`src/rtl/mvp_apb_arb_pkg.sv`:
```
// Shared types and constants for the two-requester APB3 arbiter.
package mvp_apb_arb_pkg;

  typedef enum logic [1:0] {
    ST_IDLE   = 2'b00,
    ST_SETUP  = 2'b01,
    ST_ACCESS = 2'b10
  } arb_state_e;

  localparam int TO_CYC_DEFAULT = 256;

  // Timeout counter width: wide enough for TO_CYC, never narrower than 8 bits.
  function automatic int to_cnt_width(input int cyc);
    int w;
    w = $clog2(cyc);
    return (w > 8) ? w : 8;
  endfunction

endpackage

```
`src/rtl/mvp_rr_arb2.sv`:
```
// Two-way round-robin grant: combinational one-hot grant, registered last-winner pointer.
module mvp_rr_arb2 (
  input  logic       clk,
  input  logic       rstn,
  input  logic [1:0] req,
  input  logic       last_grant,
  input  logic       update,
  output logic [1:0] gnt
);

  logic ptr_r;

  // Last-winner pointer; reset to 1 so requester 0 wins the first tie.
  always_ff @(posedge clk) begin
    if (!rstn) begin
      ptr_r <= 1'b1;
    end else if (update) begin
      ptr_r <= last_grant;
    end else begin
      ptr_r <= ptr_r;
    end
  end

  // Grant the sole requester, or on a tie the one that did not win last.
  always_comb begin
    gnt = 2'b00;
    case (req)
      2'b01:   gnt = 2'b01;
      2'b10:   gnt = 2'b10;
      2'b11:   gnt = ptr_r ? 2'b01 : 2'b10;
      default: gnt = 2'b00;
    endcase
  end

endmodule

```
`src/rtl/mvp_apb_arbiter.sv`:
```
// Shares one APB3 master port between two APB3 requesters, one transfer at a time.
// Optional ACCESS-phase timeout enabled by defining MVP_APB_ARB_TIMEOUT_EN.
module mvp_apb_arbiter
  import mvp_apb_arb_pkg::*;
#(
  parameter int AW     = 32,
  parameter int DW     = 32,
  parameter int TO_CYC = TO_CYC_DEFAULT
) (
  input  logic          i_clk_si,
  input  logic          i_rstn_si,
  input  logic          i_s0_psel,
  input  logic          i_s0_penable,
  input  logic          i_s0_pwrite,
  input  logic [AW-1:0] i_s0_paddr,
  input  logic [DW-1:0] i_s0_pwdata,
  output logic [DW-1:0] o_s0_prdata,
  output logic          o_s0_pready,
  output logic          o_s0_pslverr,
  input  logic          i_s1_psel,
  input  logic          i_s1_penable,
  input  logic          i_s1_pwrite,
  input  logic [AW-1:0] i_s1_paddr,
  input  logic [DW-1:0] i_s1_pwdata,
  output logic [DW-1:0] o_s1_prdata,
  output logic          o_s1_pready,
  output logic          o_s1_pslverr,
  output logic          o_mi_psel,
  output logic          o_mi_penable,
  output logic          o_mi_pwrite,
  output logic [AW-1:0] o_mi_paddr,
  output logic [DW-1:0] o_mi_pwdata,
  input  logic [DW-1:0] i_mi_prdata,
  input  logic          i_mi_pready,
  input  logic          i_mi_pslverr,
  output logic          o_busy
);

  arb_state_e    state_r, state_nxt_s;
  logic [1:0]    gnt_s;
  logic          gidx_r;
  logic          psel_r, penable_r, pwrite_r;
  logic [AW-1:0] paddr_r;
  logic [DW-1:0] pwdata_r;
  logic          timeout_s;
  logic          done_s;
  logic          rsp_ready_s, rsp_err_s;
  logic [DW-1:0] rsp_data_s;

  // Requester penable is not needed: the access phase has begun before any response returns.
  logic unused_s;
  assign unused_s = &{1'b0, i_s0_penable, i_s1_penable};

  mvp_rr_arb2 u_rr (
    .clk        (i_clk_si),
    .rstn       (i_rstn_si),
    .req        ({i_s1_psel, i_s0_psel}),
    .last_grant (gidx_r),
    .update     (done_s),
    .gnt        (gnt_s)
  );

`ifdef MVP_APB_ARB_TIMEOUT_EN
  localparam int CW = to_cnt_width(TO_CYC);
  logic [CW-1:0] cnt_r;

  // Counts ACCESS cycles without pready; cleared while in SETUP.
  always_ff @(posedge i_clk_si) begin
    if (!i_rstn_si) begin
      cnt_r <= {CW{1'b0}};
    end else if (state_r == ST_SETUP) begin
      cnt_r <= {CW{1'b0}};
    end else if ((state_r == ST_ACCESS) && !i_mi_pready) begin
      cnt_r <= cnt_r + {{(CW-1){1'b0}}, 1'b1};
    end else begin
      cnt_r <= cnt_r;
    end
  end

  assign timeout_s = (state_r == ST_ACCESS) && !i_mi_pready && (cnt_r == CW'(TO_CYC - 1));
`else
  localparam int unused_to_cyc = TO_CYC;
  assign timeout_s = 1'b0;
`endif

  assign done_s = (state_r == ST_ACCESS) && (i_mi_pready || timeout_s);
  assign o_busy = (state_r != ST_IDLE);

  // State register.
  always_ff @(posedge i_clk_si) begin
    if (!i_rstn_si) begin
      state_r <= ST_IDLE;
    end else begin
      state_r <= state_nxt_s;
    end
  end

  // Next-state logic.
  always_comb begin
    state_nxt_s = ST_IDLE;
    case (state_r)
      ST_IDLE:   state_nxt_s = (|gnt_s) ? ST_SETUP : ST_IDLE;
      ST_SETUP:  state_nxt_s = ST_ACCESS;
      ST_ACCESS: state_nxt_s = done_s ? ST_IDLE : ST_ACCESS;
      default:   state_nxt_s = ST_IDLE;
    endcase
  end

  // Master-port registers; address/data/direction hold their last value while idle.
  always_ff @(posedge i_clk_si) begin
    if (!i_rstn_si) begin
      psel_r    <= 1'b0;
      penable_r <= 1'b0;
      pwrite_r  <= 1'b0;
      paddr_r   <= {AW{1'b0}};
      pwdata_r  <= {DW{1'b0}};
      gidx_r    <= 1'b0;
    end else begin
      case (state_r)
        ST_IDLE: begin
          if (gnt_s[0]) begin
            psel_r   <= 1'b1;
            pwrite_r <= i_s0_pwrite;
            paddr_r  <= i_s0_paddr;
            pwdata_r <= i_s0_pwdata;
            gidx_r   <= 1'b0;
          end else if (gnt_s[1]) begin
            psel_r   <= 1'b1;
            pwrite_r <= i_s1_pwrite;
            paddr_r  <= i_s1_paddr;
            pwdata_r <= i_s1_pwdata;
            gidx_r   <= 1'b1;
          end else begin
            psel_r <= 1'b0;
          end
        end
        ST_SETUP: penable_r <= 1'b1;
        ST_ACCESS: begin
          if (done_s) begin
            psel_r    <= 1'b0;
            penable_r <= 1'b0;
          end else begin
            penable_r <= 1'b1;
          end
        end
        default: begin
          psel_r    <= 1'b0;
          penable_r <= 1'b0;
        end
      endcase
    end
  end

  assign o_mi_psel    = psel_r;
  assign o_mi_penable = penable_r;
  assign o_mi_pwrite  = pwrite_r;
  assign o_mi_paddr   = paddr_r;
  assign o_mi_pwdata  = pwdata_r;

  // Response demux: only the granted requester sees the completion; a real pready beats a timeout.
  always_comb begin
    rsp_ready_s = 1'b0;
    rsp_err_s   = 1'b0;
    rsp_data_s  = {DW{1'b0}};
    if ((state_r == ST_ACCESS) && i_mi_pready) begin
      rsp_ready_s = 1'b1;
      rsp_err_s   = i_mi_pslverr;
      rsp_data_s  = i_mi_prdata;
    end else if (timeout_s) begin
      rsp_ready_s = 1'b1;
      rsp_err_s   = 1'b1;
      rsp_data_s  = {DW{1'b0}};
    end else begin
      rsp_ready_s = 1'b0;
    end
    o_s0_pready  = rsp_ready_s & ~gidx_r;
    o_s0_pslverr = rsp_err_s & ~gidx_r;
    o_s0_prdata  = gidx_r ? {DW{1'b0}} : rsp_data_s;
    o_s1_pready  = rsp_ready_s & gidx_r;
    o_s1_pslverr = rsp_err_s & gidx_r;
    o_s1_prdata  = gidx_r ? rsp_data_s : {DW{1'b0}};
  end

endmodule

```
`config.mk`:
```
export PLATFORM = sky130hd
export DESIGN_NAME = mvp_apb_arbiter
export DESIGN_NICKNAME = d
export VERILOG_FILES = /design/src/rtl/mvp_apb_arb_pkg.sv /design/src/rtl/mvp_rr_arb2.sv /design/src/rtl/mvp_apb_arbiter.sv
export SDC_FILE = /design/constraint.sdc
export NUM_CORES = 1
export LEC_CHECK = 0
export ABC_AREA = 1
export CELL_PAD_IN_SITES_DETAIL_PLACEMENT = 0
export CELL_PAD_IN_SITES_GLOBAL_PLACEMENT = 1
export CORE_AREA = 2 2 132 159
export DETAILED_ROUTE_END_ITERATION = 16
export DIE_AREA = 0 0 134 161
export PLACE_DENSITY = 0.87
export SKIP_CTS_REPAIR_TIMING = 1
export SYNTH_ARGS = -nofsm -noshare
export SYNTH_HDL_FRONTEND = slang
export SYNTH_HIERARCHICAL = 1
export SYNTH_SLANG_ARGS = --single-unit
```
`constraint.sdc`:
```
create_clock -name i_clk_si -period 1.85 [get_ports i_clk_si]
set_input_delay 0.4625 -clock i_clk_si [delete_from_list [all_inputs] [get_ports i_clk_si]]
set_output_delay 0.4625 -clock i_clk_si [all_outputs]
set_load 0.005 [all_outputs]
```
==> results list, run 1 <==
- Result of the run: finished, violations left
- The final reports fail on setup timing.
- Clock H-tree levels: 3
- Last weighted congestion value of the routability-driven placer: 0.749
- Horizontal die dimension: 134 um
- # nets final: 1207
- Classification of the worst setup path: flip-flop to primary output
- The first global-routing pass estimated 24700 um of wire.
- Share of the clock period used by the worst path after layout: 1.16
* GR Overflow Total: 0
- The total area inside the core boundary comes to 0.0200 mm2.
* Cell type group with the largest total delay on the critical path: buffers and inverters
- In the global route stage, met2 resource usage came out at 0.260.
* Number of inserted filler cells in the final layout: 2083
- The pre-antenna-repair detailed-routing pass consisted of 4 iterations.
- Setup violations remaining at the end of the flow were counted as 68.
- The worst-case IR drop observed on VDD is 503 uV.
* Number of enable flip-flop cells after synthesis: 0
- Counting distinct cell types in the post-synthesis netlist gives 20.
* Cell types with the largest area share after synthesis: sky130_fd_sc_hd__dfxtp_1 33%, sky130_fd_sc_hd__nor2_1 17%, sky130_fd_sc_hd__nand2_1 12%, sky130_fd_sc_hd__nand3b_1 11%, sky130_fd_sc_hd__inv_1 9.6%
- Pin placement for this block handled 306 I/O pins.
- A synthesized cell averages 6.05 um2.
- The clock net in this run drives a total of 71 sinks.
- After detailed routing, the number of vias per cell comes to 4.09.
- The min-delay analysis places its worst path in the category input pin to flip-flop.
- First-iteration detailed-routing DRC count: 184
* Post-Syn Area: 0.00433 mm2
- Count of input and output buffers: 303
* Overall Power: 5.90 mW
- During synthesis, Yosys emitted a total of 6 warnings.
- The startpoint identified for the worst hold timing path is i_rstn_si.
- Largest net degree at the start of global routing: 40
- Cell Chain, Critical Path: inv_2, ha_4, nand2_2, inv_2, nand2_4, clkbuf_16, buf_6, buf_4, nor2_2, buf_2
- The die is 161 um tall.
- Ys flop type: sky130_fd_sc_hd__dfxtp_1
- Post-DR wirelength/cell: 13.2 um
- Share of post-route cells with drive strength above 1: 0.189
* Hold violation count in the final report: 0
- For this block, the routed nets add up to 17200 um of wire.
* Min Clock Period, post-route: 2.14 ns
* Largest fanout on the critical path: 7
* Total Negative Setup Slacks: -12.35 ns
- Post-synthesis cell type with the largest combined area: sky130_fd_sc_hd__dfxtp_1
- In this run the static leakage power is 4.08 nW.
- Count of antenna-violating nets left after detailed routing: 0
- Buf+Inv Stages, Crit Path: 6
* Overall Global Routing Usage: 0.143
- TritonCTS built the clock tree.
- Maximum single-stage delay on the critical path: 0.32 ns
* Die area: 0.0216 mm2
- Headroom to the max-slew limit: 0.696
- Global route hottest layer: met2
* DRC violations left: 0
- Placed wire-length estimate: 12100 um
- Post-CTS clock slew at the launch and capture registers of the worst setup and hold paths: 0.06 ns
* Number of antenna violations at the first check in global routing: 1
- Critical path data required time: 1.39 ns
* Vias in the first global route: 4881
- Most frequent cell on the critical path: sky130_fd_sc_hd__inv_2
- Post-synth ARST share: 0
* Synth Instances: 716
* Worst setup SP type: flip-flop
- Number of violations of the max-capacitance limit: 0
- Overall via count from detail_route: 5328
* Capturing element type of the critical path: primary output
* Area growth syn-to-layout: 93.9%
* Final Util: 0.419
- In the global route stage, met3 resource usage came out at 0.0408.
* Arrival time reported for the critical path endpoint: 1.68 ns
- Row generation in the floorplan step produced 57 rows.
* Number of buffers added by the clock tree synthesis step: 9
- The worst register-to-register path begins at state_r[1].
* Root buf cell: sky130_fd_sc_hd__clkbuf_16
* Pins Over Slew Limit: 0
* Clock insertion delay at the later pin of the skew report: 0.34 ns
* Worst slew pin tran: 0.451 ns
- Critical-path top delay cell: sky130_fd_sc_hd__dfxtp_2
- The worst register-to-register path has a setup slack of 0.17 ns.
- Counting every net in the synthesized netlist gives 890.
- For met1 alone, demand over resource in global routing was 0.157.
* Seq/Total Area, Yosys: 0.328
* Register bit count reported by yosys: 71
- Setup repair after global routing could not meet its margin everywhere.
- Launching instance or port of the critical path: state_r[0]
* Maximum number of buffers from clock root to sink: 2
- Highest clock rate: 468 MHz
* Area share of the largest cell type after synthesis: 0.328
- Starting density of the core: 0.216
- Power per Cell Area: 703 mW/mm2
- Post-route setup slack: -0.289 ns
* Clock Skew: 0.00623 ns
layout by cell type, fill, tap and decap left out, types with 2 or more instances in the layout:
cell                              Yosys  routed
sky130_fd_sc_hd__clkdlybuf4s50_1      0     232
sky130_fd_sc_hd__nor2_1             198     151
sky130_fd_sc_hd__nand2_1            143     139
sky130_fd_sc_hd__inv_1              111     108
sky130_fd_sc_hd__dfxtp_1             71      69
sky130_fd_sc_hd__o21ai_0             66      66
sky130_fd_sc_hd__nand3b_1            65      65
sky130_fd_sc_hd__buf_2               18      49
sky130_fd_sc_hd__nor2_2               0      28
sky130_fd_sc_hd__buf_4                1      28
sky130_fd_sc_hd__nor2_4               0      19
sky130_fd_sc_hd__clkbuf_2             0      16
sky130_fd_sc_hd__clkbuf_16            0      14
sky130_fd_sc_hd__buf_12               0      13
sky130_fd_sc_hd__buf_6               10       8
sky130_fd_sc_hd__bufinv_16            0       4
sky130_fd_sc_hd__nand2_2              1       3
sky130_fd_sc_hd__inv_2                1       3
sky130_fd_sc_hd__ha_1                 4       3
sky130_fd_sc_hd__dlymetal6s2s_1       0       3
sky130_fd_sc_hd__a21oi_1              2       2
sky130_fd_sc_hd__dfxtp_2              0       2
synth_stat cells, types with 2 or more instances:
| library cell | n |
|---|---|
| sky130_fd_sc_hd__a21oi_1 | 2 |
| sky130_fd_sc_hd__buf_2 | 18 |
| sky130_fd_sc_hd__buf_6 | 10 |
| sky130_fd_sc_hd__clkbuf_1 | 19 |
| sky130_fd_sc_hd__dfxtp_1 | 71 |
| sky130_fd_sc_hd__ha_1 | 4 |
| sky130_fd_sc_hd__inv_1 | 111 |
| sky130_fd_sc_hd__nand2_1 | 143 |
| sky130_fd_sc_hd__nand3b_1 | 65 |
| sky130_fd_sc_hd__nor2_1 | 198 |
| sky130_fd_sc_hd__o21ai_0 | 66 |
logic make-up after synthesis:
family / count (synthesis) / synth area share
adder cells (fa/ha/maj): 4 / 0.0116
AO/OA/AOI/OAI: 70 / 0.0821
flip-flops: 71 / 0.328
buffers and inverters: 161 / 0.163
AND/OR/NAND/NOR: 410 / 0.415
routing by layer:
metal | vias up | wire [um]
li1 | 2774 | -
met1 | 2335 | 6760
met2 | 195 | 8830
met3 | 24 | 1190
met4 | 0 | 388
met5 | - | 0
final timing paths:
check / end / cells after the start
hold reg to reg: u_rr/ptr_r / 2
setup reg to reg: o_mi_pwdata[20] / 10
setup / recovery: o_s0_prdata[28] / 10
hold / removal: u_rr/ptr_r / 2
power breakdown:
part           internal (mW)  leakage, nW  switching, mW
clock network           1.45        0.175          0.691
registers               1.73        0.590         0.0897
logic                   1.12         3.31          0.818
total                   4.30         4.08           1.60
registers in the layout, indices dropped and copies added, names as in the netlist:
name	flops
gidx_r	1
o_mi_paddr	32
o_mi_penable	1
o_mi_psel	1
o_mi_pwdata	32
o_mi_pwrite	1
state_r	2
u_rr/ptr_r	1
stage by stage:
| stage | instance area [um2] | setup WS [ns] | hold WS, ns | instances |
|---|---|---|---|---|
| after detailed placement | 7820 | -0.624 | 0.482 | 1268 |
| after CTS | 8170 | -0.634 | 0.430 | 1283 |
| final | 8390 | -0.289 | 0.440 | 1303 |
| after floorplan | 4330 | 0.176 | 0.444 | 716 |
| after global routing | 8390 | -0.361 | 0.450 | 1303 |
| after global placement | 7820 | -0.599 | 0.480 | 1268 |
layout make-up:
type / instances / area, um2 / area share
timing repair buffer: 355 / 3390 / 0.403
multi-input combinational: 484 / 2470 / 0.294
sequential: 71 / 1420 / 0.170
inverter: 112 / 423 / 0.0504
tap: 265 / 332 / 0.0395
clock buffer: 9 / 225 / 0.0268
clock inverter: 6 / 134 / 0.0160
antenna: 1 / 2.50 / 0.000298
Power figures use the tool's default switching activity.
==> run 2: changes to the inputs <==
--- a/config.mk
+++ b/config.mk
@@ -8,12 +8,12 @@
 export ABC_AREA = 1
 export CELL_PAD_IN_SITES_DETAIL_PLACEMENT = 0
 export CELL_PAD_IN_SITES_GLOBAL_PLACEMENT = 1
-export CORE_AREA = 2 2 132 159
+export CORE_AREA = 2 2 132 160
+export CTS_CLUSTER_SIZE = 28
 export DETAILED_ROUTE_END_ITERATION = 16
-export DIE_AREA = 0 0 134 161
-export PLACE_DENSITY = 0.87
+export DIE_AREA = 0 0 134 162
+export PLACE_DENSITY = 0.86
 export SKIP_CTS_REPAIR_TIMING = 1
 export SYNTH_ARGS = -nofsm -noshare
 export SYNTH_HDL_FRONTEND = slang
-export SYNTH_HIERARCHICAL = 1
 export SYNTH_SLANG_ARGS = --single-unit
==> run 2 against run 1 <==
The flow still finishes with violations (setup timing). Setup slack worse by 0.026 ns. Register-to-register slack is essentially flat. Combinational power down 6%. Clock skew is 0.00096 ns lower. Fmax down 1.2%. Synthesized cell count down 0.70%. Wire length is 0.65% lower. Critical endpoint is now o_s0_prdata[1]. Largest cell class unchanged.
==> results list, run 2 <==
- Result of the run: finished, violations left
- Violated checks: setup timing
* First-pass GRT wire length: 25100 um
- Core area: 0.0200 mm2
* Post-CTS clock slew at the launch and capture registers of the worst setup and hold paths: 0.06 ns
- Cells after DPL: 1260
- The startpoint identified for the worst register-to-register timing path is state_r[1].
- Number of antenna violations at the first check in global routing: 0
* Area share of and/or/nand/nor cells after synthesis: 0.349
* Share of cell area taken by muxes after synthesis: 0
* Relative contribution of sequential cells to total power: 0.346
- Most numerous cell in the Yosys netlist: sky130_fd_sc_hd__inv_1
- After synthesis, the largest family of logic cells by area is simple AND/OR/NAND/NOR gates.
* Per-cell via count in the routed design: 4.03
* FF-to-FF End: o_mi_paddr[30]
- The biggest area contributor in the post-synthesis netlist is sky130_fd_sc_hd__dfxtp_1.
- The path with the worst hold slack has its endpoint at u_rr.ptr_r.
* Placement Rows: 57
- The worst setup path is captured at a primary output.
- Of the total synthesized cell area, the portion taken by full adders, half adders and majority gates is 0.0120.
* Comb pwr share: 0.344
- Minimum setup slack among reg-to-reg paths: 0.17 ns
- For the final database, setup skew stands at 0.00528 ns.
* Count of antenna-violating nets left after detailed routing: 0
- Along the worst path, the maximum fanout reaches 8.
- Last weighted congestion value of the routability-driven placer: 0.854
- Dividing the detail-routed wire length by the instance count gives 13.3 um.
- Highest clock rate: 462 MHz
* Post-synth ARST share: 0
- Ys flop type: sky130_fd_sc_hd__dfxtp_1
- Pins Over Slew Limit: 0
* Number of buffers added by the clock tree synthesis step: 9
* Area fraction in compound gates after synthesis: 0.0853
- Yosys printed 0 warnings.
- Min Clock Period, post-route: 2.16 ns
- Non-filler cells in the finished layout: 1282
- The share of total power dissipated in the clock network is 0.310.
* Switching power of the nets: 1.53 mW
- Cell types with the largest area share after synthesis: sky130_fd_sc_hd__dfxtp_1 34%, sky130_fd_sc_hd__nand3_1 16%, sky130_fd_sc_hd__inv_1 15%, sky130_fd_sc_hd__nand2_1 13%, sky130_fd_sc_hd__a21oi_1 8.2%
* Mapped Nets: 885
- Overall via count from detail_route: 5169
* First-iteration detailed-routing DRC count: 185
- Share of post-route cells with drive strength above 1: 0.157
- OpenSTA, run right after detailed placement, puts the worst setup slack at -0.779 ns.
- The tree is rooted in a sky130_fd_sc_hd__clkbuf_16.
- Post-route setup slack: -0.314 ns
* Number of violations of the max-capacitance limit: 0
- Starting density of the core: 0.208
- A synthesized cell averages 5.86 um2.
- Arrival time reported for the critical path endpoint: 1.70 ns
* Switching fraction of total power: 0.289
- Cells on Worst Hold Path: 2
* Placed wire-length estimate: 12700 um
- The clock net in this run drives a total of 71 sinks.
- Clock H-tree levels: 3
* Maximum single-stage delay on the critical path: 0.33 ns
- Vias in the first global route: 4919
* GR Overflow Total: 0
* Area share of the largest cell type after synthesis: 0.341
* Share of the clock period used by the worst path after layout: 1.17
- The internal power of the cells totals 3.77 mW.
* Hold violation count in the final report: 0
- After filler insertion, the fill cell instance count of the layout stands at 2132.
- Overall Global Routing Usage: 0.148
- Buf+Inv Stages, Crit Path: 6
* Worst slew pin tran: 0.446 ns
- List of most frequent post-synthesis cells: 172 x sky130_fd_sc_hd__inv_1, 139 x sky130_fd_sc_hd__nand2_1, 130 x sky130_fd_sc_hd__nand3_1, 71 x sky130_fd_sc_hd__dfxtp_1, 71 x sky130_fd_sc_hd__nor2_1
- Maximum ir drop on the vdd rail: 385 uV
* Register bit count reported by yosys: 71
* Clock insertion delay at the later pin of the skew report: 0.33 ns
* Startpoint of the most critical hold path: u_rr.ptr_r
- Summed over all cells, the static leakage comes to 4.12 nW.
* DRC violations left: 0
- TritonCTS built the clock tree.
* Post-Syn Area: 0.00417 mm2
* Largest net degree at the start of global routing: 44
- Classification of the worst setup path: flip-flop to primary output
* Final Util: 0.396
* Diodes inserted: 0
* Count of input and output buffers: 303
* Most frequent cells in the layout: 232 x sky130_fd_sc_hd__clkdlybuf4s50_1, 170 x sky130_fd_sc_hd__inv_1, 136 x sky130_fd_sc_hd__nand2_1, 130 x sky130_fd_sc_hd__nand3_1, 69 x sky130_fd_sc_hd__dfxtp_1
- Data on the critical path is required at its endpoint by 1.39 ns.
- Headroom to the max-slew limit: 0.703
- Footprint of the multi-input gates: 0.00203 mm2
* Horizontal die dimension: 134 um
- Critical-path top delay cell: sky130_fd_sc_hd__dfxtp_2
- Die Y: 162 um
- The floorplan step defined a die boundary enclosing 0.0217 mm2.
- Most common cell after layout, fill and taps aside: sky130_fd_sc_hd__clkdlybuf4s50_1
* Overall Power: 5.31 mW
* Maximum number of buffers from clock root to sink: 2
- Cell Chain, Critical Path: inv_2, ha_4, nand2_4, buf_6, nor2_4, inv_4, clkbuf_16, buf_12, nor2_2, buf_2
- # nets final: 1187
* Iteration count of the initial detailed-routing pass: 4
* Endpoints failing setup: 67
- Netlist cell types: 16
- The worst setup path is launched from a flip-flop.
* Cell type group with the largest total delay on the critical path: buffers and inverters
- Synth Instances: 711
* Fraction of synthesized cell area in xor and xnor cells: 0
* Total Negative Setup Slacks: -10.06 ns
* Length in cells of the worst reg-to-reg path: 10
- Setup repair after global routing missed its margin: yes
* Number of enable flip-flop cells after synthesis: 0
- In this run the power density over the cells is 669 mW/mm2.
- Registers take 0.00142 mm2.
- Seq/Total Area, Yosys: 0.341
* Worst Hold Class: flip-flop to flip-flop
* Area growth syn-to-layout: 90.5%
* Final Routed Wirelength: 17100 um
- Number of top-level pins: 306
==> run 2: area by class of cell <==
| type | count | area share |
|---|---|---|
| flip-flops and latches | 71 | 0.179 |
| well taps | 265 | 0.0418 |
| multi-input cells | 418 | 0.256 |
| inverters | 174 | 0.0829 |
| repair buffers | 339 | 0.405 |
| clock buffers | 15 | 0.0350 |
==> run 2: tightest hold or removal path, delay by kind of cell (launching register included) <==
kind / cells / cell delay (ns)
compound gates: 1 / 0.06
flops: 1 / 0.33
simple gates: 1 / 0.05
==> run 2: how the worst max path moves through the flow <==
stage	from	endpoint	slack [ns]	cells after the start
3_3_place_gp	i_mi_pready	o_s1_prdata[9]	-0.73	7
3_5_place_dp	i_mi_pready	o_s0_prdata[4]	-0.78	8
6_report	state_r[0]	o_s0_prdata[1]	-0.31	10
4_1_cts	i_mi_pready	o_s0_prdata[4]	-0.79	8
5_1_grt	state_r[0]	o_s0_prdata[1]	-0.39	10
2_1_floorplan	state_r[0]	o_s1_prdata[22]	0.12	7
==> run 2: cells by family (layout without fill, tap and decap cells) <==
group                    after synthesis  in the layout
AND/OR/NAND/NOR                      343            343
buffers and inverters                222            528
AO/OA/AOI/OAI                         71             71
adder cells (fa/ha/maj)                4              4
flip-flops                            71             71
==> run 2: power by group through the flow <==
stage / clock, mW / combinational (mW) / sequential, mW
detailed placement: 0 / 1.82 / 1.86
CTS: 1.72 / 1.83 / 1.83
global placement: 0 / 1.82 / 1.86
global route: 1.79 / 2.02 / 1.86
floorplan: 0 / 0.704 / 1.88
finish: 1.64 / 1.83 / 1.84
==> run 2: through the flow <==
step                      area (um2)  hold WS [ns]
after floorplan                 4170         0.433
after global placement          7650         0.456
after detailed placement        7650         0.456
after CTS                       7920         0.469
after global routing            7940         0.493
final                           7940         0.468
==> run 2: layer usage <==
metal	global-route usage	part of all wire
met3	0.0353	0.062
met4	0.0638	0.025
met5	0	0
met2	0.269	0.50
met1	0.162	0.41
==> run 3: changes to the inputs <==
--- a/config.mk
+++ b/config.mk
@@ -12,6 +12,8 @@
 export CTS_CLUSTER_SIZE = 28
 export DETAILED_ROUTE_END_ITERATION = 16
 export DIE_AREA = 0 0 134 162
+export GPL_TIMING_DRIVEN = 0
+export HOLD_SLACK_MARGIN = 0.03
 export PLACE_DENSITY = 0.86
 export SKIP_CTS_REPAIR_TIMING = 1
 export SYNTH_ARGS = -nofsm -noshare
==> run 3 against run 2 <==
The flow still finishes with violations (setup timing). Critical path type unchanged. Highest routed layer unchanged. Clock power up 16%. Largest cell class unchanged. Critical path depth decreased by 2. Die area stayed put. Largest power group is now clock.
==> results list, run 3 (synthesized netlist as in run 2, its figures left out) <==
* Maximum number of buffers from clock root to sink: 2
- Clock-pin slew was measured on the worst setup and hold paths at 0.06 ns.
- Diodes inserted: 0
* Met2 Wirelength: 8700 um
- For this run, design rule violations remaining after detail routing come to 0.
- Based on the critical path, the design can be clocked at up to 490 MHz.
* Number of top-level pins: 306
* Violated checks: setup timing
- Number of violations of the max-capacitance limit: 0
- Area growth syn-to-layout: 89.5%
* Last weighted congestion value of the routability-driven placer: 0.841
* Share of the clock period used by the worst path after layout: 1.10
* Result of the run: finished, violations left
- Number of buffers added by the clock tree synthesis step: 9
- Overall Global Routing Usage: 0.158
- Met3 routed WL: 1140 um
- Leaving out filler cells and counting taps, the final layout contains 1304.
- Per-cell via count in the routed design: 4.05
- Setup repair after global routing could not meet its margin everywhere.
- STA puts the critical path data arrival time at 1.58 ns.
* Number of inserted filler cells in the final layout: 2169
- Leaving out fill and tap cells, the most frequent cells in the layout are 233 x sky130_fd_sc_hd__clkdlybuf4s50_1, 169 x sky130_fd_sc_hd__inv_1, 138 x sky130_fd_sc_hd__nand2_1, 130 x sky130_fd_sc_hd__nand3_1, 69 x sky130_fd_sc_hd__dfxtp_1.
* Cell Chain, Critical Path: inv_4, ha_4, nand2_4, nor2_4, inv_4, buf_12, nor2_4, clkbuf_2
* Design Area, Final: 0.00789 mm2
* Critical path data required time: 1.39 ns
* Clock insertion delay at the later pin of the skew report: 0.34 ns
- Hold violation count in the final report: 0
- Overall Power: 5.52 mW
- Number of sinks driven by the clock tree: 71
- Cells after DPL: 1279
- # nets final: 1208
- Horizontal die dimension: 134 um
- In this run the vertical extent of the chip is 162 um.
- The first global-routing pass estimated 26600 um of wire.
* Pins Over Slew Limit: 0
- First-iteration detailed-routing DRC count: 175
- Once placement finished, the instance area stood at 0.00753 mm2.
- Starting density of the core: 0.208
- The number of global-route vias before repair came to 4985.
- Placement-stage worst setup slack: -1.07 ns
- The analysis attributes to cell leakage a power of 4.08 nW.
* Number of antenna violations at the first check in global routing: 0
- Before antenna repair, the detailed router went through 4 iterations.
- In this run the remaining antenna-violating nets after routing total 0.
* Min Clock Period, post-route: 2.04 ns
- CTS tree: yes
* Clock Skew: 0.00815 ns
- Die area: 0.0217 mm2
- The HPWL after detailed placement is 13800 um.
* Worst setup SP type: flip-flop
- STA classifies the critical path endpoint as a primary output.
- Entering global routing, the biggest net connects 13 pins.
- In this run the top signal layer used is met4.
* Maximum ir drop on the vdd rail: 410 uV
* Post-DR wirelength/cell: 13.7 um
* Most common cell after layout, fill and taps aside: sky130_fd_sc_hd__clkdlybuf4s50_1
- The cell sitting at the root of the clock tree is a sky130_fd_sc_hd__clkbuf_16.
- The total overflow left after global routing is 0.
* Largest fanout on the critical path: 10
* Worst Hold Class: flip-flop to flip-flop
- Worst slew pin tran: 0.531 ns
- For this design, the slowest cell found on the critical path is sky130_fd_sc_hd__dfxtp_4.
* Power per Cell Area: 700 mW/mm2
- Share of post-route cells with drive strength above 1: 0.167
* Wire length on met1: 7570 um
- By startpoint and endpoint, the worst setup path is classified as flip-flop to primary output.
- The region available for standard cell placement spans 0.0200 mm2.
- Post-route setup slack: -0.191 ns
- Maximum single-stage delay on the critical path: 0.36 ns
- Endpoints failing setup: 66
- Input and output buffers added on the ports amount to 303.
- After floorplanning, the core was divided into 57 placement rows.
- Headroom to the max-slew limit: 0.646
* Clock H-tree levels: 3
- Final Routed Wirelength: 17800 um
- Overall via count from detail_route: 5275
==> run 3: area by class of cell <==
class | count | area [um2] | area share
multi-input combinational | 418 | 2030 | 0.257
tap | 265 | 332 | 0.0420
clock buffer | 10 | 239 | 0.0303
buffer | 48 | 330 | 0.0418
inverter | 174 | 664 | 0.0842
clock inverter | 6 | 83.8 | 0.0106
timing repair buffer | 312 | 2790 | 0.353
sequential | 71 | 1430 | 0.181
==> run 3: final timing paths <==
kind,start,to,slack (ns),depth (start not counted)
max reg2reg,state_r[0],o_mi_paddr[26],0.12,9
max,state_r[0],o_s1_prdata[8],-0.19,8
min reg2reg,o_mi_psel,o_mi_psel,0.47,2
min,o_mi_psel,o_mi_psel,0.47,2
==> run 3: stage by stage <==
step	utilization	hold WS, ns	setup TNS, ns
after detailed placement	0.376	0.461	-73.65
after global placement	0.376	0.454	-72.25
after global routing	0.394	0.491	-15.23
after floorplan	-	0.433	0
final	0.394	0.467	-9.40
after CTS	0.392	0.471	-60.98
==> run 3: where the power goes <==
group	switching (mW)	internal [mW]	total (mW)
Combinational	0.796	0.984	1.78
Sequential	0.104	1.73	1.84
Clock	0.690	1.21	1.90
==> run 3: per-layer routing <==
layer / GRT usage / up-vias
met5: 0 / -
met3: 0.0384 / 23
met2: 0.269 / 159
met1: 0.193 / 2315
met4: 0.0566 / 0
li1: - / 2778
==> run 3: critical path: cells and delay by family, from the launching register on <==
kind	cells	cell delay [ns]
adder cells (fa/ha/maj)	1	0.14
AND/OR/NAND/NOR	3	0.32
flip-flops	1	0.36
buffers and inverters	4	0.41
